## config.mk

```make
export PLATFORM = sky130hd
export DESIGN_NAME = fpu_req_arbiter
export DESIGN_NICKNAME = d
export VERILOG_FILES = /design/src/rtl/fpu_req_arbiter.sv
export SDC_FILE = /design/constraint.sdc
export NUM_CORES = 1
export LEC_CHECK = 0
export BUFFER_PORTS_ARGS = -buffer_cell sky130_fd_sc_hd__buf_2
export CAP_MARGIN = 20
export CORE_AREA = 2 2 162 164
export DETAILED_ROUTE_END_ITERATION = 7
export DIE_AREA = 0 0 164 166
export PLACE_DENSITY = 0.61
export SYNTH_ARGS = -nofsm -noshare
export SYNTH_HDL_FRONTEND = slang
export SYNTH_SLANG_ARGS = --single-unit
```

## constraint.sdc

```tcl
create_clock -name clk -period 4 [get_ports clk]
set_clock_uncertainty 0.1 [all_clocks]
set_input_delay 0.8 -clock clk [delete_from_list [all_inputs] [get_ports clk]]
set_output_delay 0.8 -clock clk [all_outputs]
set_load 0.02 [all_outputs]
```

## src/rtl/fpu_req_arbiter.sv

```systemverilog
// Round-robin front end that shares one FPU between NUM_REQ requesters:
// grants, captures operands, sequences start/done and returns results with timeout.
module fpu_req_arbiter #(
    parameter int NUM_REQ     = 4,
    parameter int DATA_W      = 32,
    parameter int OP_W        = 4,
    parameter int TIMEOUT_CYC = 255
) (
    input  logic                      clk,
    input  logic                      rst,
    input  logic [NUM_REQ-1:0]        req,
    input  logic [NUM_REQ*OP_W-1:0]   req_opcode,
    input  logic [NUM_REQ*DATA_W-1:0] req_a,
    input  logic [NUM_REQ*DATA_W-1:0] req_b,
    output logic [NUM_REQ-1:0]        ack,
    output logic [NUM_REQ-1:0]        resp_valid,
    output logic [DATA_W-1:0]         resp_result,
    output logic                      resp_error,
    output logic                      busy,
    output logic                      fpu_start,
    output logic [OP_W-1:0]           fpu_opcode,
    output logic [DATA_W-1:0]         fpu_a,
    output logic [DATA_W-1:0]         fpu_b,
    input  logic [DATA_W-1:0]         fpu_result,
    input  logic                      fpu_done
);

    localparam int IDX_W = $clog2(NUM_REQ);
    localparam int CNT_W = $clog2(TIMEOUT_CYC);

    typedef enum logic [1:0] {
        ST_IDLE  = 2'd0,
        ST_RUN   = 2'd1,
        ST_RESP  = 2'd2,
        ST_DRAIN = 2'd3
    } state_t;

    state_t              state_r, state_nxt_s;
    logic [IDX_W-1:0]    ptr_r, ptr_nxt_s;
    logic [IDX_W-1:0]    gnt_r, gnt_nxt_s;
    logic [CNT_W-1:0]    cnt_r, cnt_nxt_s;
    logic [NUM_REQ-1:0]  ack_r, ack_nxt_s;
    logic [NUM_REQ-1:0]  resp_valid_r, resp_valid_nxt_s;
    logic [DATA_W-1:0]   resp_result_r, resp_result_nxt_s;
    logic                resp_error_r, resp_error_nxt_s;
    logic                busy_r, busy_nxt_s;
    logic                fpu_start_r, fpu_start_nxt_s;
    logic [OP_W-1:0]     fpu_opcode_r, fpu_opcode_nxt_s;
    logic [DATA_W-1:0]   fpu_a_r, fpu_a_nxt_s;
    logic [DATA_W-1:0]   fpu_b_r, fpu_b_nxt_s;

    logic                pick_found_s;
    logic [IDX_W-1:0]    pick_idx_s;
    logic [IDX_W-1:0]    cand_s;

    // Round-robin search: first requester at or after ptr, wrapping.
    always_comb begin
        pick_found_s = 1'b0;
        pick_idx_s   = '0;
        cand_s       = '0;
        for (int k = 0; k < NUM_REQ; k++) begin
            cand_s = IDX_W'((int'(ptr_r) + k) % NUM_REQ);
            if (!pick_found_s && req[cand_s]) begin
                pick_found_s = 1'b1;
                pick_idx_s   = cand_s;
            end else begin
                pick_found_s = pick_found_s;
            end
        end
    end

    // Next-state and registered-output computation.
    always_comb begin
        state_nxt_s       = state_r;
        ptr_nxt_s         = ptr_r;
        gnt_nxt_s         = gnt_r;
        cnt_nxt_s         = cnt_r;
        ack_nxt_s         = '0;
        resp_valid_nxt_s  = '0;
        resp_result_nxt_s = resp_result_r;
        resp_error_nxt_s  = resp_error_r;
        fpu_start_nxt_s   = fpu_start_r;
        fpu_opcode_nxt_s  = fpu_opcode_r;
        fpu_a_nxt_s       = fpu_a_r;
        fpu_b_nxt_s       = fpu_b_r;
        case (state_r)
            ST_IDLE: begin
                if (pick_found_s) begin
                    fpu_opcode_nxt_s      = req_opcode[int'(pick_idx_s)*OP_W +: OP_W];
                    fpu_a_nxt_s           = req_a[int'(pick_idx_s)*DATA_W +: DATA_W];
                    fpu_b_nxt_s           = req_b[int'(pick_idx_s)*DATA_W +: DATA_W];
                    gnt_nxt_s             = pick_idx_s;
                    ptr_nxt_s             = (pick_idx_s == IDX_W'(NUM_REQ-1)) ? '0
                                                                            : pick_idx_s + IDX_W'(1);
                    cnt_nxt_s             = '0;
                    ack_nxt_s[pick_idx_s] = 1'b1;
                    fpu_start_nxt_s       = 1'b1;
                    state_nxt_s           = ST_RUN;
                end else begin
                    fpu_start_nxt_s = 1'b0;
                end
            end
            ST_RUN: begin
                // A done arriving on the timeout cycle still counts as success.
                if (fpu_done) begin
                    resp_result_nxt_s       = fpu_result;
                    resp_error_nxt_s        = 1'b0;
                    resp_valid_nxt_s[gnt_r] = 1'b1;
                    fpu_start_nxt_s         = 1'b0;
                    state_nxt_s             = ST_RESP;
                end else if (cnt_r == CNT_W'(TIMEOUT_CYC-1)) begin
                    resp_result_nxt_s       = '0;
                    resp_error_nxt_s        = 1'b1;
                    resp_valid_nxt_s[gnt_r] = 1'b1;
                    fpu_start_nxt_s         = 1'b0;
                    state_nxt_s             = ST_RESP;
                end else begin
                    cnt_nxt_s = cnt_r + CNT_W'(1);
                end
            end
            ST_RESP: begin
                fpu_start_nxt_s = 1'b0;
                state_nxt_s     = ST_DRAIN;
            end
            ST_DRAIN: begin
                // Wait out a lingering done so it is never mistaken for the next result.
                fpu_start_nxt_s = 1'b0;
                if (!fpu_done) begin
                    state_nxt_s = ST_IDLE;
                end else begin
                    state_nxt_s = ST_DRAIN;
                end
            end
            default: begin
                fpu_start_nxt_s = 1'b0;
                state_nxt_s     = ST_IDLE;
            end
        endcase
        busy_nxt_s = (state_nxt_s != ST_IDLE);
    end

    // State and output registers.
    always_ff @(posedge clk or posedge rst) begin
        if (rst) begin
            state_r       <= ST_IDLE;
            ptr_r         <= '0;
            gnt_r         <= '0;
            cnt_r         <= '0;
            ack_r         <= '0;
            resp_valid_r  <= '0;
            resp_result_r <= '0;
            resp_error_r  <= 1'b0;
            busy_r        <= 1'b0;
            fpu_start_r   <= 1'b0;
            fpu_opcode_r  <= '0;
            fpu_a_r       <= '0;
            fpu_b_r       <= '0;
        end else begin
            state_r       <= state_nxt_s;
            ptr_r         <= ptr_nxt_s;
            gnt_r         <= gnt_nxt_s;
            cnt_r         <= cnt_nxt_s;
            ack_r         <= ack_nxt_s;
            resp_valid_r  <= resp_valid_nxt_s;
            resp_result_r <= resp_result_nxt_s;
            resp_error_r  <= resp_error_nxt_s;
            busy_r        <= busy_nxt_s;
            fpu_start_r   <= fpu_start_nxt_s;
            fpu_opcode_r  <= fpu_opcode_nxt_s;
            fpu_a_r       <= fpu_a_nxt_s;
            fpu_b_r       <= fpu_b_nxt_s;
        end
    end

    assign ack         = ack_r;
    assign resp_valid  = resp_valid_r;
    assign resp_result = resp_result_r;
    assign resp_error  = resp_error_r;
    assign busy        = busy_r;
    assign fpu_start   = fpu_start_r;
    assign fpu_opcode  = fpu_opcode_r;
    assign fpu_a       = fpu_a_r;
    assign fpu_b       = fpu_b_r;

endmodule

```

; ---- Word-level counts from Yosys, hierarchy flattened
; Index checks and enable logic that the tools add are counted.
[word_totals]
elab_cells = 97
ff_bits = 125
in_bits = 311
out_inout_bits = 111
[classes]
n_addsub = 5
eq_ne = 9
n_mux = 43
magnitude_cmp = 8
reduce_logical = 16
n_shift = 3
[op_table]
columns = op, count
row1 = indexed part select 128 x 8 -> 32 bit, 2
row2 = two-way mux 32 bit, 2
row3 = two-way mux 8 bit, 3
row4 = two-way mux 4 bit, 5
row5 = < comparator 2 x 3 -> 1 bit (second input constant), 6
row6 = two-way mux 2 bit, 9
row7 = case mux 8 bit (2 select lines), 1
row8 = indexed part select 16 x 5 -> 4 bit, 1
row9 = two-way mux 1 bit, 15
row10 = adder 8 x 1 -> 8 bit (second input constant), 1
row11 = binary-select mux 1 bit (select 2 bit), 4
row12 = == test 8 bit (second input constant), 1
row13 = case mux 2 bit (4 select lines), 1
row14 = == test 2 bit (second input constant), 3
row15 = inequality test 2 bit (second input constant), 3
row16 = nonzero test 2 bit, 3
row17 = logical AND 1 bit, 5
row18 = adder 2 x 1 -> 2 bit (second input constant), 2
row19 = adder 2 bit (second input constant), 2
row20 = demux 1 bit (select 2 bit), 2
row21 = >= comparator 2 x 1 -> 1 bit (second input constant), 2
row22 = AND reduction 2 bit, 2
row23 = AND reduction 4 bit, 1
row24 = logical NOT 1 bit, 3
row25 = other kinds (5), 5

; ---- Longest topological paths before layout
[logic_depth]
ltp_word = 18
depth_mapped = 8
depth_no_buf = 7

; ---- Worst setup path before layout
; Ideal clock, no wire load.
[synth_timing]
path_type = input-to-reg
from = in req[0]
to = reg fpu_b_r[0] (netlist: fpu_b[0])
setup_slack_ns = 1.874
n_path_buf = 2
stages = 6
required_ns = 3.754
arrival_time_ns = 1.880
setup_ns = 0.146
cell_sequence = nor4_1 -> nor3_2 -> nand2b_1 -> buf_2 -> clkbuf_1 -> o221ai_1
[synth_via]
elab_chain_len = 13
word_cells_on_any_way = 24
cone_classes = shift (1) / mux (16) / reduce/logical (7)
[synth_lines]
columns = item, line
row1 = start: declaration, 11  ; input logic [NUM_REQ-1:0] req,
row2 = binary-select mux 1 bit (select 2 bit), 63  ; if (!pick_found_s && req[cand_s]) begin
row3 = two-way mux 1 bit (implied by the code), 63
row4 = two-way mux 1 bit, 63
row5 = logical NOT 1 bit, 63
row6 = logical AND 1 bit, 63
row7 = two-way mux 1 bit, 63
row8 = logical NOT 1 bit, 63
row9 = logical AND 1 bit, 63
row10 = two-way mux 1 bit, 63
row11 = logical NOT 1 bit, 63
row12 = logical AND 1 bit, 63
row13 = two-way mux 2 bit or two-way mux 1 bit (tied branches), 63
row14 = indexed part select 128 x 8 -> 32 bit or AND reduction 2 bit (tied branches), -
row15 = end signal: assignment, 171  ; fpu_b_r <= fpu_b_nxt_s;
row16 = end: declaration, 50  ; logic [DATA_W-1:0] fpu_b_r, fpu_b_nxt_s;
; Several ways; a longest one is shown, not always the timed one. The select of a mux whose other input is x is not followed.
; A chain may end at the register's enable or synchronous reset.

; ---- Final worst setup path
[layout_timing]
from = in req[0]
to = reg fpu_a_r[19] (netlist: fpu_a[19])
[layout_via]
elab_chain_len = 13
word_cells_on_any_way = 24
cone_classes = shift (1) / mux (16) / reduce/logical (7)
[layout_lines]
columns = item, line
row1 = binary-select mux 1 bit (select 2 bit), 63
row2 = two-way mux 1 bit (implied by the code), 63
row3 = two-way mux 1 bit, 63
row4 = logical NOT 1 bit, 63
row5 = logical AND 1 bit, 63
row6 = two-way mux 1 bit, 63
row7 = logical NOT 1 bit, 63
row8 = logical AND 1 bit, 63
row9 = two-way mux 1 bit, 63
row10 = logical NOT 1 bit, 63
row11 = logical AND 1 bit, 63
row12 = two-way mux 2 bit or two-way mux 1 bit (tied branches), 63
row13 = indexed part select 128 x 8 -> 32 bit or AND reduction 2 bit (tied branches), -
row14 = end signal: assignment, 170  ; fpu_a_r <= fpu_a_nxt_s;
row15 = end: declaration, 49  ; logic [DATA_W-1:0] fpu_a_r, fpu_a_nxt_s;
; Several ways; a longest one is shown, not always the timed one. The select of a mux whose other input is x is not followed.

==> results summary <==
In the layout the commonest cells are 421 x sky130_fd_sc_hd__buf_2, 137 x sky130_fd_sc_hd__mux2i_1, 125 x sky130_fd_sc_hd__dfrtp_1, 77 x sky130_fd_sc_hd__nand2_1, 68 x sky130_fd_sc_hd__o221ai_1. For the pin with the worst max-slew slack, the measured transition is between 800 and 900 ps. Before antenna repair, the detailed router went through 4 iterations. The pin count of the biggest net entering global routing came out at 77.

Counting every instance in the synthesized netlist gives about 560. In this run the cell area of the synthesized design comes to approximately 0.0065 mm². The final number of max-transition violations came to 0. The total negative setup slack is 0 ps. Setup repair after global routing left no endpoint under its margin. The worst setup path is captured at a flip-flop. The share of post-route cells with drive strength above 1 is about half. After synthesis, flip-flops and latches occupy between 40% and 50% of the total area. The post-CTS setup buffer count is 0.

The critical path is of the in2reg type. The number of I/O pins came out at between 400 and 500. The count of buffers from port buffering is between 400 and 500. The height of the die is 166 µm. The clock period minus worst slack is 2700 ps. The post-synthesis to final-layout area growth is 44.0%. Setup violations remaining at the end of the flow were counted as 0.

In this run the worst hold path is classified as in2async. The wire length of the first global-routing pass came out at ~33000 µm. The largest voltage drop on the vdd net came out at 338 µV. STA puts the critical path data arrival time at roughly 3000 ps.

In this run the power density over the cells is 759 mW/mm². In this run, the number of DRC markers left after iteration 0 of detailed routing was 334. The register bit total from synthesis is between 100 and 150. Once detail routing completed, the nets flagged for antenna violations numbered 0.

When the netlist entered floorplanning its net count stood at just under 900. The tree is rooted in a sky130_fd_sc_hd__clkbuf_16. The leakage power of the design is slightly above 5 nW. The number of placement rows is a little under 60.

The final critical-path setup slack came out at roughly 1300 ps. The standard cell core area came out at about 0.026 mm². After layout, the design draws a total of just over 0.007 W. After legalization and detailed placement, the total HPWL measured about 17000 µm. The number of nets in the layout is around 1300. The commonest non-fill, non-tap cell in the layout is sky130_fd_sc_hd__buf_2. The number of hold buffers added after CTS is 0.

The final global-route overflow total came out at 0. The clock latency on the worst-skew pair is just over 400 ps. The via count of the first global-routing pass came out at approximately 6100.

The die area came out at about 0.027 mm². The number of buffers on the longest clock path is 2. At the end of routability-driven placement, the weighted congestion stood at 0.786. In this run the mean area of a mapped cell was between 10 and 15 µm². Prior to clock tree synthesis, the placed netlist has a worst setup slack of between 800 and 900 ps. The total global routing track utilization came out at between 10% and 20%. The required time at the endpoint of the critical path came out at 4220 ps. In the synthesized netlist the dominant register cell turns out to be sky130_fd_sc_hd__dfrtp_1.

After clock tree synthesis, the clock-pin slew on the worst setup and hold paths is about 60 ps. The synthesis warning total is 0. The number of distinct standard cells referenced by the synthesized netlist came out at 36. TritonCTS built the clock tree. The initial antenna violation count came out at 1. The final routed wirelength across all metal layers came out at ~22000 µm. The maximum net fanout on the critical path came out at 44. The final-report hold violation count is 0. The portion of the clock cycle consumed by the worst path in the final layout is between 60% and 70%. The count of placed standard cells in the final layout, fillers left out came out at 1314. The clock sink total is 125. The tightest slew margin relative to the limit is 40.4%. The detailed-route DRC error count is 0.

The initial standard-cell utilization of the core is between 20 and 30%. The horizontal die dimension is 164 µm. The number of clock buffers added by TritonCTS is 17. Gates resized during post-CTS repair numbered 0. The total via count in the routed design is approximately 6000. The number of enable-type register cells in the synthesized netlist is 0. The mean routed wirelength per cell came out at approximately 17 µm.

Max-cap violations in this run came to 0. In the routed layout, each cell is associated on average with a via count of about 4.6. Counting flops with an async set or reset pin after synthesis yields a share of 100%.

The category of the worst setup path launch point is an input port. The achievable frequency is around 0.37 GHz. The flow ran to the end, and the final reports show no timing, DRC or antenna violations. The CTS H-tree depth came out at 4.

The number of placed instances with taps included came out at between 1000 and 1500.
per-stage QoR:
stage          instance area [µm²]  hold WS (ps)  util (%)
2_1_floorplan                 6540           357         -
3_3_place_gp                  8820           364      34.4
4_1_cts                       9410           253      36.7
3_5_place_dp                  8820           368      34.4
6_report                      9410           273      36.7
5_1_grt                       9410           265      36.7
layer usage:
| layer | GRT usage (%) | wire, µm | vias to the layer above | share of wire (%) |
|---|---|---|---|---|
| met5 | 0 | 0 | - | 0 |
| met4 | 4.27 | 216 | 0 | 0.98 |
| met1 | 18.6 | 8910 | 2818 | 40 |
| li1 | - | - | 2926 | - |
| met2 | 27.7 | 11300 | 274 | 51 |
| met3 | 4.10 | 1640 | 17 | 7.4 |
synth_stat cells, types with 5 or more instances:
| cell type | count | area, µm² |
|---|---|---|
| sky130_fd_sc_hd__mux2i_1 | 137 | 1370 |
| sky130_fd_sc_hd__dfrtp_1 | 125 | 3130 |
| sky130_fd_sc_hd__nand2_1 | 78 | 293 |
| sky130_fd_sc_hd__o221ai_1 | 68 | 596 |
| sky130_fd_sc_hd__a22o_1 | 32 | 280 |
| sky130_fd_sc_hd__clkbuf_1 | 26 | 97.6 |
| sky130_fd_sc_hd__nor2_1 | 13 | 48.8 |
| sky130_fd_sc_hd__buf_12 | 11 | 220 |
| sky130_fd_sc_hd__inv_1 | 9 | 33.8 |
| sky130_fd_sc_hd__a21oi_1 | 8 | 40.0 |
| sky130_fd_sc_hd__xnor2_1 | 6 | 52.6 |
| sky130_fd_sc_hd__nand3_1 | 5 | 25.0 |
worst max-delay path, cell delays in order:
cell and delay, ps:
sky130_fd_sc_hd__buf_2 120, sky130_fd_sc_hd__nor4_1 90, sky130_fd_sc_hd__nor3_2 680, sky130_fd_sc_hd__nand2b_2 580, sky130_fd_sc_hd__buf_12 360, sky130_fd_sc_hd__o221ai_1 230
report_power, final:
part / internal (W) / switching (W)
combinational: 0.00134 / 0.00208
clock: 0.000930 / 0.000624
sequential: 0.00184 / 0.000331
cells by family after synthesis:
family | after synthesis | share of synthesized area (%)
compound gates | 122 | 15.6
xor+xnor | 6 | 0.804
fa+ha+maj | 4 | 0.766
buf+inv | 57 | 6.74
flops | 125 | 47.9
mux | 137 | 21.0
simple gates | 112 | 7.20
registers in the layout (all words and copies together), names as in the netlist:
register,count
ptr_r,2
state_r,2
resp_valid,4
busy,1
ack,4
gnt_r,2
fpu_b,32
resp_result,32
fpu_start,1
cnt_r,8
fpu_opcode,4
resp_error,1
fpu_a,32
layout make-up:
cell class	count	area [µm²]
Multi-Input combinational cell	381	2990
Clock inverter	14	160
Clock buffer	18	429
Sequential cell	125	3130
Antenna cell	1	2.50
Inverter	10	46.3
Timing Repair Buffer	430	2240
Tap cell	335	419
Fill cell	2545	16200
path summary, 6_finish.rpt:
check	from	end	slack, ps	depth (start not counted)
setup / recovery	req[0]	fpu_a[19]	1300	6
hold / removal	rst	resp_result[8]	270	2
min in group clk	fpu_a[24]	fpu_a[24]	380	2
setup reg to reg	state_r[1]	fpu_a[19]	1370	4
hold reg to reg	fpu_a[24]	fpu_a[24]	380	2
max in group asynchronous	rst	fpu_a[6]	2760	3
Note: power is estimated with default switching activity, not from simulation.
